### config.mk
export PLATFORM = sky130hd
export DESIGN_NAME = img_window_seq
export DESIGN_NICKNAME = d
export VERILOG_FILES = /design/src/rtl/img_window_seq.sv
export SDC_FILE = /design/constraint.sdc
export NUM_CORES = 1
export LEC_CHECK = 0
export BUFFER_PORTS_ARGS = -buffer_cell sky130_fd_sc_hd__buf_2
export CAP_MARGIN = 20
export CORE_MARGIN = 2
export CORE_UTILIZATION = 50
export DETAILED_ROUTE_END_ITERATION = 8
export GPL_TIMING_DRIVEN = 0
export PLACE_DENSITY = 0.78
export SLEW_MARGIN = 20
export SYNTH_ARGS = -nofsm -noshare
export SYNTH_HDL_FRONTEND = slang
export SYNTH_SLANG_ARGS = --single-unit
export TNS_END_PERCENT = 5
### constraint.sdc
create_clock -name clk -period 5.1 [get_ports clk]
set_input_delay 1.02 -clock clk [delete_from_list [all_inputs] [get_ports clk]]
set_output_delay 1.02 -clock clk [all_outputs]
set_load 0.02 [all_outputs]
### src/rtl/img_window_seq.sv
// img_window_seq: loads a 24-bit pixel stream into a byte buffer, then streams every 7-byte sliding window.
// Ports:
//   clk, rstn                      clock, asynchronous active-low reset
//   start, num_beats               job request and beat count (latched on accepted start)
//   s_axis_tdata/tvalid/tlast/tready  input pixel stream, 3 bytes per beat
//   buf_ce, buf_we, buf_addr, buf_d   image buffer control, byte address and write data
//   buf_q                          combinational 7-byte read window from the buffer
//   m_axis_tdata/tvalid/tlast/tready  window output stream
//   busy, done, err                job status
module img_window_seq #(
    parameter int ADDR_W = 18,
    parameter int CNT_W  = 16
) (
    input  logic              clk,
    input  logic              rstn,
    input  logic              start,
    input  logic [CNT_W-1:0]  num_beats,
    input  logic [23:0]       s_axis_tdata,
    input  logic              s_axis_tvalid,
    input  logic              s_axis_tlast,
    output logic              s_axis_tready,
    output logic              buf_ce,
    output logic              buf_we,
    output logic [ADDR_W-1:0] buf_addr,
    output logic [23:0]       buf_d,
    input  logic [55:0]       buf_q,
    output logic [55:0]       m_axis_tdata,
    output logic              m_axis_tvalid,
    output logic              m_axis_tlast,
    input  logic              m_axis_tready,
    output logic              busy,
    output logic              done,
    output logic              err
);
    // Wide enough for both the buffer address and 3*num_beats without truncation.
    localparam int W = (ADDR_W > CNT_W + 2) ? ADDR_W : CNT_W + 2;

    typedef enum logic [1:0] {IDLE, LOAD, READ, DONE} state_t;

    state_t            state;
    logic [CNT_W-1:0]  nb;
    logic [CNT_W-1:0]  beat_cnt;
    logic [ADDR_W-1:0] wr_ptr;
    logic [ADDR_W-1:0] rd_ptr;
    logic [W-1:0]      nwin;
    logic              last_beat;
    logic              more;
    logic              ld;

    assign nwin      = W'(nb) * W'(3) - W'(6);
    assign last_beat = beat_cnt == nb - CNT_W'(1);
    assign more      = W'(rd_ptr) < nwin;
    // Output register refills whenever it is empty or being drained this cycle.
    assign ld        = state == READ && more && (!m_axis_tvalid || m_axis_tready);

    assign s_axis_tready = state == LOAD;
    assign buf_we        = state == LOAD && s_axis_tvalid;
    assign buf_ce        = buf_we || state == READ;
    assign buf_addr      = state == LOAD ? wr_ptr : state == READ ? rd_ptr : '0;
    assign buf_d         = state == LOAD ? s_axis_tdata : '0;
    assign busy          = state != IDLE;
    assign done          = state == DONE;

    always_ff @(posedge clk or negedge rstn) begin
        if (!rstn) begin
            state         <= IDLE;
            nb            <= '0;
            beat_cnt      <= '0;
            wr_ptr        <= '0;
            rd_ptr        <= '0;
            err           <= 1'b0;
            m_axis_tdata  <= '0;
            m_axis_tvalid <= 1'b0;
            m_axis_tlast  <= 1'b0;
        end else begin
            case (state)
                IDLE: if (start) begin
                    nb       <= num_beats;
                    beat_cnt <= '0;
                    wr_ptr   <= '0;
                    rd_ptr   <= '0;
                    // Fewer than 3 beats cannot form a single 7-byte window.
                    err      <= num_beats < CNT_W'(3);
                    state    <= num_beats < CNT_W'(3) ? DONE : LOAD;
                end
                LOAD: if (s_axis_tvalid) begin
                    wr_ptr   <= wr_ptr + ADDR_W'(3);
                    beat_cnt <= beat_cnt + CNT_W'(1);
                    if (last_beat) begin
                        state <= READ;
                        if (!s_axis_tlast) err <= 1'b1;
                    end else if (s_axis_tlast) begin
                        err <= 1'b1;
                    end
                end
                READ: begin
                    if (ld) begin
                        m_axis_tdata  <= buf_q;
                        m_axis_tvalid <= 1'b1;
                        m_axis_tlast  <= W'(rd_ptr) == nwin - W'(1);
                        rd_ptr        <= rd_ptr + ADDR_W'(1);
                    end else if (m_axis_tready) begin
                        m_axis_tvalid <= 1'b0;
                        m_axis_tlast  <= 1'b0;
                    end
                    if (m_axis_tvalid && m_axis_tready && m_axis_tlast) state <= DONE;
                end
                default: state <= IDLE;
            endcase
        end
    end
endmodule
Word level (Yosys, flattened, before mapping). Index checks and enable logic that the tools add are counted.

Flip-flop bits (word level): 129. Output and inout port bits: 106. Input bits: 102. Word-level logic and storage cells: 76.

Multiplexer cells: 26. Reductions and logical operators: 20. Magnitude comparators: 2. Add/sub/neg operators: 6. Multipliers: 1. Equal/unequal tests: 12.

Operators with widths (count): $mux 18 (5); $pmux 18 s2 (2); $mux 16 (2); $pmux 16 s2 (1); $mux 24 (1); $add 18x1->18 const B (1); $add 18x2->18 const B (1); $eq 18x18->1 (1); $lt 18x18->1 (1); $mul 16x2->18 const B (1); $sub 18x1->18 const B (1); $sub 18x3->18 const B (1); $add 16x1->16 const B (1); $eq 16x16->1 (1); $lt 16x2->1 const B (1); $sub 16x1->16 const B (1); $mux 2 (5); $mux 1 (8); $reduce_bool 2->1 (4); $ne 2x2->1 const B (3); $pmux 2 s3 (1); $reduce_and 2->1 (3); $reduce_and 3->1 (2); $logic_and 1x1->1 (5); other kinds (11) (14).

Depth between registers and ports, before layout. Gate-level depths: netlist (run 1).

Word-level depth: 7. Gate-level depth with buffers: 23. Gate-level depth less buffers: 20.

Worst setup path before layout (run 1). Ideal clock, no wire load.

Path kind: register to register. Start point: reg nb[2]. End point: reg m_axis_tdata[0]. Cell stages (with the launch flop): 22. Path buffers: 2. Library setup time: 0.128 ns. Required time: 4.972 ns. Data arrival time: 4.622 ns. Path slack: 0.350 ns. Cell sequence: dfrtp_1 -> inv_1 -> ha_1 -> inv_1 -> ha_1 -> a211o_1 -> a21o_1 -> a211o_1 -> a31oi_1 -> o21bai_1 -> xor2_1 -> inv_1 -> ha_1 -> a21o_1 -> a21oi_1 -> nor2b_1 -> a2111oi_0 -> o21ai_1 -> nor2_2 -> buf_6 -> buf_4 -> mux2_1.

Word-level cells in the longest chain between the ends: 6.

Ends and longest elaborated chain: start: declaration (line 41) `logic [CNT_W-1:0] nb;`; start signal: assignment (line 78) `nb <= num_beats;`; $mul 16x2->18 (line 50) `assign nwin = W'(nb) * W'(3) - W'(6);`; $sub 18x3->18 (line 50); $lt 18x18->1 (line 52) `assign more = W'(rd_ptr) < nwin;`; $logic_and 1x1->1 (2 in series) (line 54) `assign ld = state == READ && more && (!m_axis_tvalid || m_axis_tready);`; $reduce_and 2->1 (no line); end signal: assignment (line 98) `m_axis_tdata <= buf_q;`; end: declaration (line 27) `output logic [55:0] m_axis_tdata,`.

Every way passes these cells. A chain may end at the register's enable or synchronous reset.

Worst setup path after layout (run 1).
Start point: reg nb[2]. End point: reg m_axis_tdata[54].

Same word-level chain as after synthesis.

==> results of run 1 <==
-- worst register-to-register path, cell delays in order, from the launching register on --
cell       delay [ns]
dfrtp_1          0.41
inv_1            0.11
ha_1             0.29
inv_1            0.06
ha_1             0.31
a211o_1          0.31
a21o_4           0.24
a211o_4          0.36
a31oi_4          0.22
o21bai_1         0.12
xor2_2           0.18
inv_1            0.07
ha_1             0.29
a21o_1           0.16
a21oi_1          0.15
nor2b_1          0.09
a2111oi_4        0.39
o21ai_2          0.17
nor2_4           0.18
buf_6            0.18
buf_6            0.16
mux2_1           0.35
-- cells in the final DEF, fill, tap and decap left out, types with 6 or more instances in the layout --
master and count:
o31ai_1 6, nor2_1 61, inv_6 7, nand3_1 29, ha_1 55, buf_6 6, buf_2 210, mux2_1 47
or3_1 13, o21ai_0 47, nor4_1 11, nand4_1 15, clkbuf_16 17, a31oi_1 6, and4_1 7, xor2_1 32
and3_1 16, nand2b_1 6, nor3_1 23, clkbuf_1 21, and2_1 30, dfrtp_1 128, inv_1 66, a21oi_1 29
xnor2_1 37, nand2_1 76, nor2b_1 10, a211oi_1 11, mux2_2 26
-- power by group --
group,switching [uW],internal (uW),leakage (uW)
combinational,303,204,0.00347
sequential,60.2,1100,0.00161
clock,516,687,0.000269
total,879,1990,0.00536
-- layer usage --
layer,track usage [%],up-vias,routed length (um)
met5,0,-,0
li1,-,3801,-
met1,33.4,3861,10000
met2,44.1,326,11800
met3,7.00,45,1870
met4,9.55,0,543
-- metrics by stage --
stage / instance area (um2) / cells / hold slack, ns / util, % / total power (uW)
floorplan: 8810 / 932 / 0.474 / - / 1460
global placement: 10100 / 1364 / 0.462 / 58.7 / 1650
detailed placement: 10200 / 1365 / 0.469 / 59.0 / 1670
CTS: 10800 / 1398 / 0.449 / 62.5 / 2870
global route: 10900 / 1401 / 0.459 / 63.1 / 2960
finish: 10900 / 1401 / 0.447 / 63.1 / 2870
-- layout make-up --
cell class	count	area, um2
sequential	129	3230
clock inverter	14	144
tap	225	282
timing repair buffer	212	1100
clock buffer	18	429
multi-input combinational	704	5270
inverter	66	248
buffer	33	176
fill	1396	6360
-- registers in the layout, summed over array words and instances, names as in the netlist --
| signal | flops |
|---|---|
| beat_cnt | 16 |
| err | 1 |
| state | 2 |
| m_axis_tdata | 56 |
| m_axis_tvalid | 1 |
| wr_ptr | 18 |
| nb | 16 |
| rd_ptr | 18 |
| m_axis_tlast | 1 |
-- kinds of logic after synthesis --
logic type	after synthesis	share of synthesized area (%)
multiplexers	77	9.79
XOR/XNOR	76	8.34
flip-flops	129	36.7
adder cells (fa/ha/maj)	58	8.41
AND/OR/NAND/NOR	317	18.4
buffers and inverters	99	4.65
AO/OA/AOI/OAI	176	13.7
-- timing repair --
action,CTS,global route
pin swaps,1,3
resized for setup,6,16
setup endpoints to repair,75,74
buffers inserted,1,2
cloned,0,1
hold endpoints to repair,0,0
hold buffers,0,0
-- synth_stat cells (6+ instances only) --
library cell,number
nor2b_1,10
mux2_1,47
nand3_1,29
o21ai_0,47
xnor2_1,38
and3_1,16
nor3_1,23
a31oi_1,7
a211oi_1,12
o31ai_1,6
dfrtp_1,129
nand2_1,76
nand4_1,15
nor4_1,11
nor2_1,61
clkbuf_1,20
and2_1,30
and4_1,7
ha_1,56
xor2_1,33
a21o_1,6
a21oi_1,30
mux2_2,26
inv_1,66
nand2b_1,6
or3_1,13
-- worst max path at each step --
stage	from	endpoint	depth (start not counted)
floorplan	nb[2]	m_axis_tdata[0]	21
global placement	nb[2]	m_axis_tdata[0]	21
detailed placement	nb[0]	m_axis_tdata[54]	21
CTS	nb[2]	m_axis_tdata[54]	21
global route	nb[2]	rd_ptr[10]	19
finish	nb[2]	m_axis_tdata[54]	21
==> flow_summary.json, run 1 <==
{
  "die_h_um": 137,
  "required_ns": 5.40,
  "synth.top_cell.area_share_pct": 36.7,
  "synth.distinct_cells": 80,
  "clk_latency_ns": 0.43,
  "synth_area_mm2": 0.00881,
  "rrSetupSlack_ns": 0.18,
  "drt_iter0_markers": 523,
  "fin_crit_ns": 4.92,
  "clk_pin_slew_worst_paths_ns": 0.07,
  "worstPathCellList": "inv_1, ha_1, inv_1, ha_1, a211o_1, a21o_4, a211o_4, a31oi_4, o21bai_1, xor2_2, inv_1, ha_1, a21o_1, a21oi_1, nor2b_1, a2111oi_4, o21ai_2, nor2_4, buf_6, buf_6, mux2_1",
  "synthCells": 932,
  "grt_usage_pct": 26.6,
  "synth_flop_cell": "dfrtp_1",
  "crit_path_max_fanout": 10,
  "syn2layout_area_growth_pct": 23.5,
  "routedWlPerCell_um": 17.3,
  "grt-ovfl-total": 0,
  "power_density_mw_per_mm2": 263,
  "hpwl_mm": 18.6,
  "grt_max_degree": 95,
  "r2r_end": "m_axis_tdata[54]",
  "r2r-start": "nb[2]",
  "max_slew_margin_pct": 50.8,
  "crit_slowest_cell": "dfrtp_1",
  "ys_ff_latch": 129,
  "vias": 8033,
  "slowest_delay_ns": 0.41,
  "cts_tree": "done",
  "drtPass1Iterations": 5,
  "ant_nets": 0,
  "antenna_found_initial": 0,
  "portBuffers": 207,
  "synthTopCellsByArea": "dfrtp_1 37%, ha_1 8.0%, mux2_1 6.0%",
  "skew_ns": 0.00917,
  "critPathTopFamily": "compound AO/OA/AOI/OAI gates",
  "io-pin-count": 208,
  "numCtsBuffers": 17,
  "min_period_over_period_pct": 96.5,
  "ys_warn_count": 0,
  "die_area_mm2": 0.0187,
  "drv_cap": 0,
  "drc": 0,
  "fin_ws_ns": 0.180,
  "drv_slew": 0,
  "cts-root-buf": "clkbuf_16",
  "antenna_cells": 0,
  "synth_nets": 1092,
  "synth_edf_count": 0,
  "grt_pass1_wl_mm": 39.0,
  "viasPerCell": 5.73,
  "status": "finished, final reports clean",
  "ys_async_sr_fraction_pct": 100,
  "path_buf_inv": 5,
  "seq_area_frac_synth_pct": 36.7,
  "cp-start-kind": "flop",
  "cts_sinks": 129,
  "fmax_mhz": 203,
  "crit_type": "flop to flop",
  "die_w_um": 137,
  "hold_path_class": "primary input to async pin",
  "cts.htree.levels": 4,
  "wl_mm": 24.3,
  "final_net_count": 1323,
  "fin_tns_setup_ns": 0,
  "clock_path_buffers": 2,
  "place_ws_ns": -0.428,
  "start_util_pct": 51.1,
  "drive_gt1_share_pct": 26.3,
  "cp.arrival_ns": 5.22,
  "power_leakage_uw": 0.00536,
  "tightest_slew_ns": 0.738,
  "synth_top_cell_by_area": "dfrtp_1",
  "irDropWorstVdd_mv": 0.262,
  "hold_viol": 0,
  "fp.coreArea_mm2": 0.0172,
  "fp-row-count": 48,
  "grt_pass1_vias": 7932,
  "syn_avg_cell_area_um2": 9.45,
  "critPathCaptureType": "flop",
  "setup_viol": 0,
  "place_congestion": 0.911,
  "reg2reg_depth": 21
}
No activity file was read; power rests on OpenSTA's default activity.
==> inputs of run 2 (changes only) <==
--- a/config.mk
+++ b/config.mk
@@ -5,7 +5,7 @@
 export SDC_FILE = /design/constraint.sdc
 export NUM_CORES = 1
 export LEC_CHECK = 0
-export BUFFER_PORTS_ARGS = -buffer_cell sky130_fd_sc_hd__buf_2
+export BUFFER_PORTS_ARGS = -buffer_cell sky130_fd_sc_hd__buf_4
 export CAP_MARGIN = 20
 export CORE_MARGIN = 2
 export CORE_UTILIZATION = 50
==> run 2 against run 1 <==
Effect of this change:
- worst hold slack improved by 0.040 ns
- via count increased by 0.32%
- power increased by 2.3%
- setup slack improved by 0.017 ns
- fmax increased by 0.35%
- critical path depth unchanged
- clock skew decreased by 0.00076 ns
- first-iteration DRC count increased by 0.96%
- sequential share of layout area decreased by 1.3 points
- core utilization increased by 2.9 points
- largest cell class unchanged
==> flow_summary.json, run 2 (synthesis gave the netlist of run 1 again) <==
{
  "cts.htree.levels": 4,
  "hold_buffers": 0,
  "fin_area_mm2": 0.0114,
  "worstPathCellList": "inv_1, ha_1, inv_1, ha_1, a211o_1, a21o_1, a211o_4, a31oi_4, o21bai_1, xor2_2, inv_1, ha_1, a21o_1, a21oi_1, nor2b_1, a2111oi_2, o21ai_1, nor2_2, buf_6, buf_6, mux2_1",
  "die_h_um": 137,
  "die_w_um": 137,
  "power_density_mw_per_mm2": 258,
  "antenna_cells": 0,
  "fp.coreArea_mm2": 0.0172,
  "drt_iter0_markers": 528,
  "portBuffers": 207,
  "die_area_mm2": 0.0187,
  "skew_ns": 0.00841,
  "cts-root-buf": "clkbuf_16",
  "min_period_over_period_pct": 96.1,
  "cp-start-kind": "flop",
  "clk_pin_slew_worst_paths_ns": 0.07,
  "cp.arrival_ns": 5.20,
  "multi_input_area_mm2": 0.00524,
  "largest_reg_flops": 56,
  "hold_path_class": "flop to flop",
  "drc": 0,
  "fmax_mhz": 204,
  "antenna_found_initial": 0,
  "drtPass1Iterations": 5,
  "critPathTopFamily": "compound AO/OA/AOI/OAI gates",
  "io-pin-count": 208,
  "drv_cap": 0,
  "cts_sinks": 129,
  "power_leakage_uw": 0.00552,
  "syn2layout_area_growth_pct": 29.3,
  "status": "finished, final reports clean",
  "path_buf_inv": 5,
  "grt_pass1_vias": 7836,
  "grt_usage_pct": 27.0,
  "slowest_delay_ns": 0.41,
  "start_util_pct": 51.1,
  "clk_latency_ns": 0.43,
  "crit_type": "flop to flop",
  "setup_viol": 0,
  "num-fill-cells": 1354,
  "fin_crit_ns": 4.90,
  "ant_nets": 0,
  "max_slew_margin_pct": 51.0,
  "m1WireLength_mm": 10.4,
  "required_ns": 5.40,
  "crit_path_max_fanout": 10,
  "hold_viol": 0,
  "top_regs": "m_axis_tdata: 56 flops, rd_ptr: 18 flops, wr_ptr: 18 flops",
  "placed_cell_area_mm2": 0.0107,
  "routedWlPerCell_um": 17.6,
  "irDropWorstVdd_mv": 0.292,
  "regMostFlops": "m_axis_tdata",
  "numCtsBuffers": 17,
  "seq_area_mm2": 0.00323,
  "place_congestion": 0.901,
  "grt-ovfl-total": 0,
  "grt_max_degree": 68,
  "grt_pass1_wl_mm": 39.3,
  "hpwl_mm": 18.8,
  "vias": 8059,
  "cts_tree": "done",
  "utilization_pct": 66.1,
  "routed.top_layer": "met4",
  "drive_gt1_share_pct": 26.1,
  "grt_setup_unrepaired": "true",
  "drv_slew": 0,
  "critPathCaptureType": "flop",
  "clock_path_buffers": 2,
  "wl_mm": 24.7,
  "final_common_cell": "buf_4",
  "mostFrequentLayoutCells": "213 x buf_4, 129 x dfrtp_1, 76 x nand2_1",
  "wl_met3_mm": 1.89,
  "route.met2.wl_mm": 11.9,
  "tightest_slew_ns": 0.736,
  "final_net_count": 1326,
  "viasPerCell": 5.74,
  "crit_slowest_cell": "dfrtp_1",
  "fp-row-count": 48
}
==> run 2: changes by cell type in the layout (fill, tap and decap cells not counted), sizes merged <==
| cell | before | now |
|---|---|---|
| buf | 225 | 228 |
| clkinv | 0 | 2 |
| inv | 75 | 73 |
==> run 2: area by class of cell <==
type                       instances  area share [%]
sequential                       129            28.3
clock inverter                    14            1.26
buffer                            33            1.55
inverter                          66            2.18
timing repair buffer             215            14.4
tap                              225            2.47
clock buffer                      18            3.77
multi-input combinational        704            46.0
==> run 2: worst paths after layout <==
check / slack [ns] / depth (start not counted) / start / end
worst max-delay path: 0.20 / 21 / nb[2] / m_axis_tdata[32]
worst min-delay path: 0.49 / 1 / m_axis_tdata[3] / m_axis_tdata[3]
worst max register to register: 0.20 / 21 / nb[2] / m_axis_tdata[32]
worst min register to register: 0.49 / 1 / m_axis_tdata[3] / m_axis_tdata[3]
max in group asynchronous: 3.87 / 2 / rstn / nb[11]
min in group asynchronous: 0.51 / 1 / rstn / m_axis_tdata[21]
==> run 2: through the flow <==
stage | hold WS, ns | total power, uW | std cells | TNS, ns | setup slack, ns
after floorplan | 0.474 | 1460 | 932 | 0 | 0.350
after global placement | 0.469 | 1720 | 1364 | -14.26 | -0.270
after detailed placement | 0.476 | 1740 | 1365 | -19.52 | -0.369
after CTS | 0.491 | 2940 | 1399 | 0 | 0.0281
after global routing | 0.502 | 3040 | 1404 | -0.0880 | -0.0287
final | 0.487 | 2930 | 1404 | 0 | 0.198
==> run 2: metal layers <==
layer	up-vias	global-route usage (%)
met5	-	0
met4	0	8.16
met3	54	7.41
met2	293	44.0
met1	3903	35.0
li1	3809	-
==> run 2: where the power goes <==
part           switching (uW)  internal (uW)
clock network             517            685
logic                     307            265
registers                63.2           1100
==> run 2: what timing repair did <==
action | 4_1_cts | 5_1_grt
buffers inserted | 2 | 4
endpoints found under the setup margin | 73 | 74
gates resized for setup | 5 | 11
gates cloned | 0 | 1
pin swaps | 1 | 4
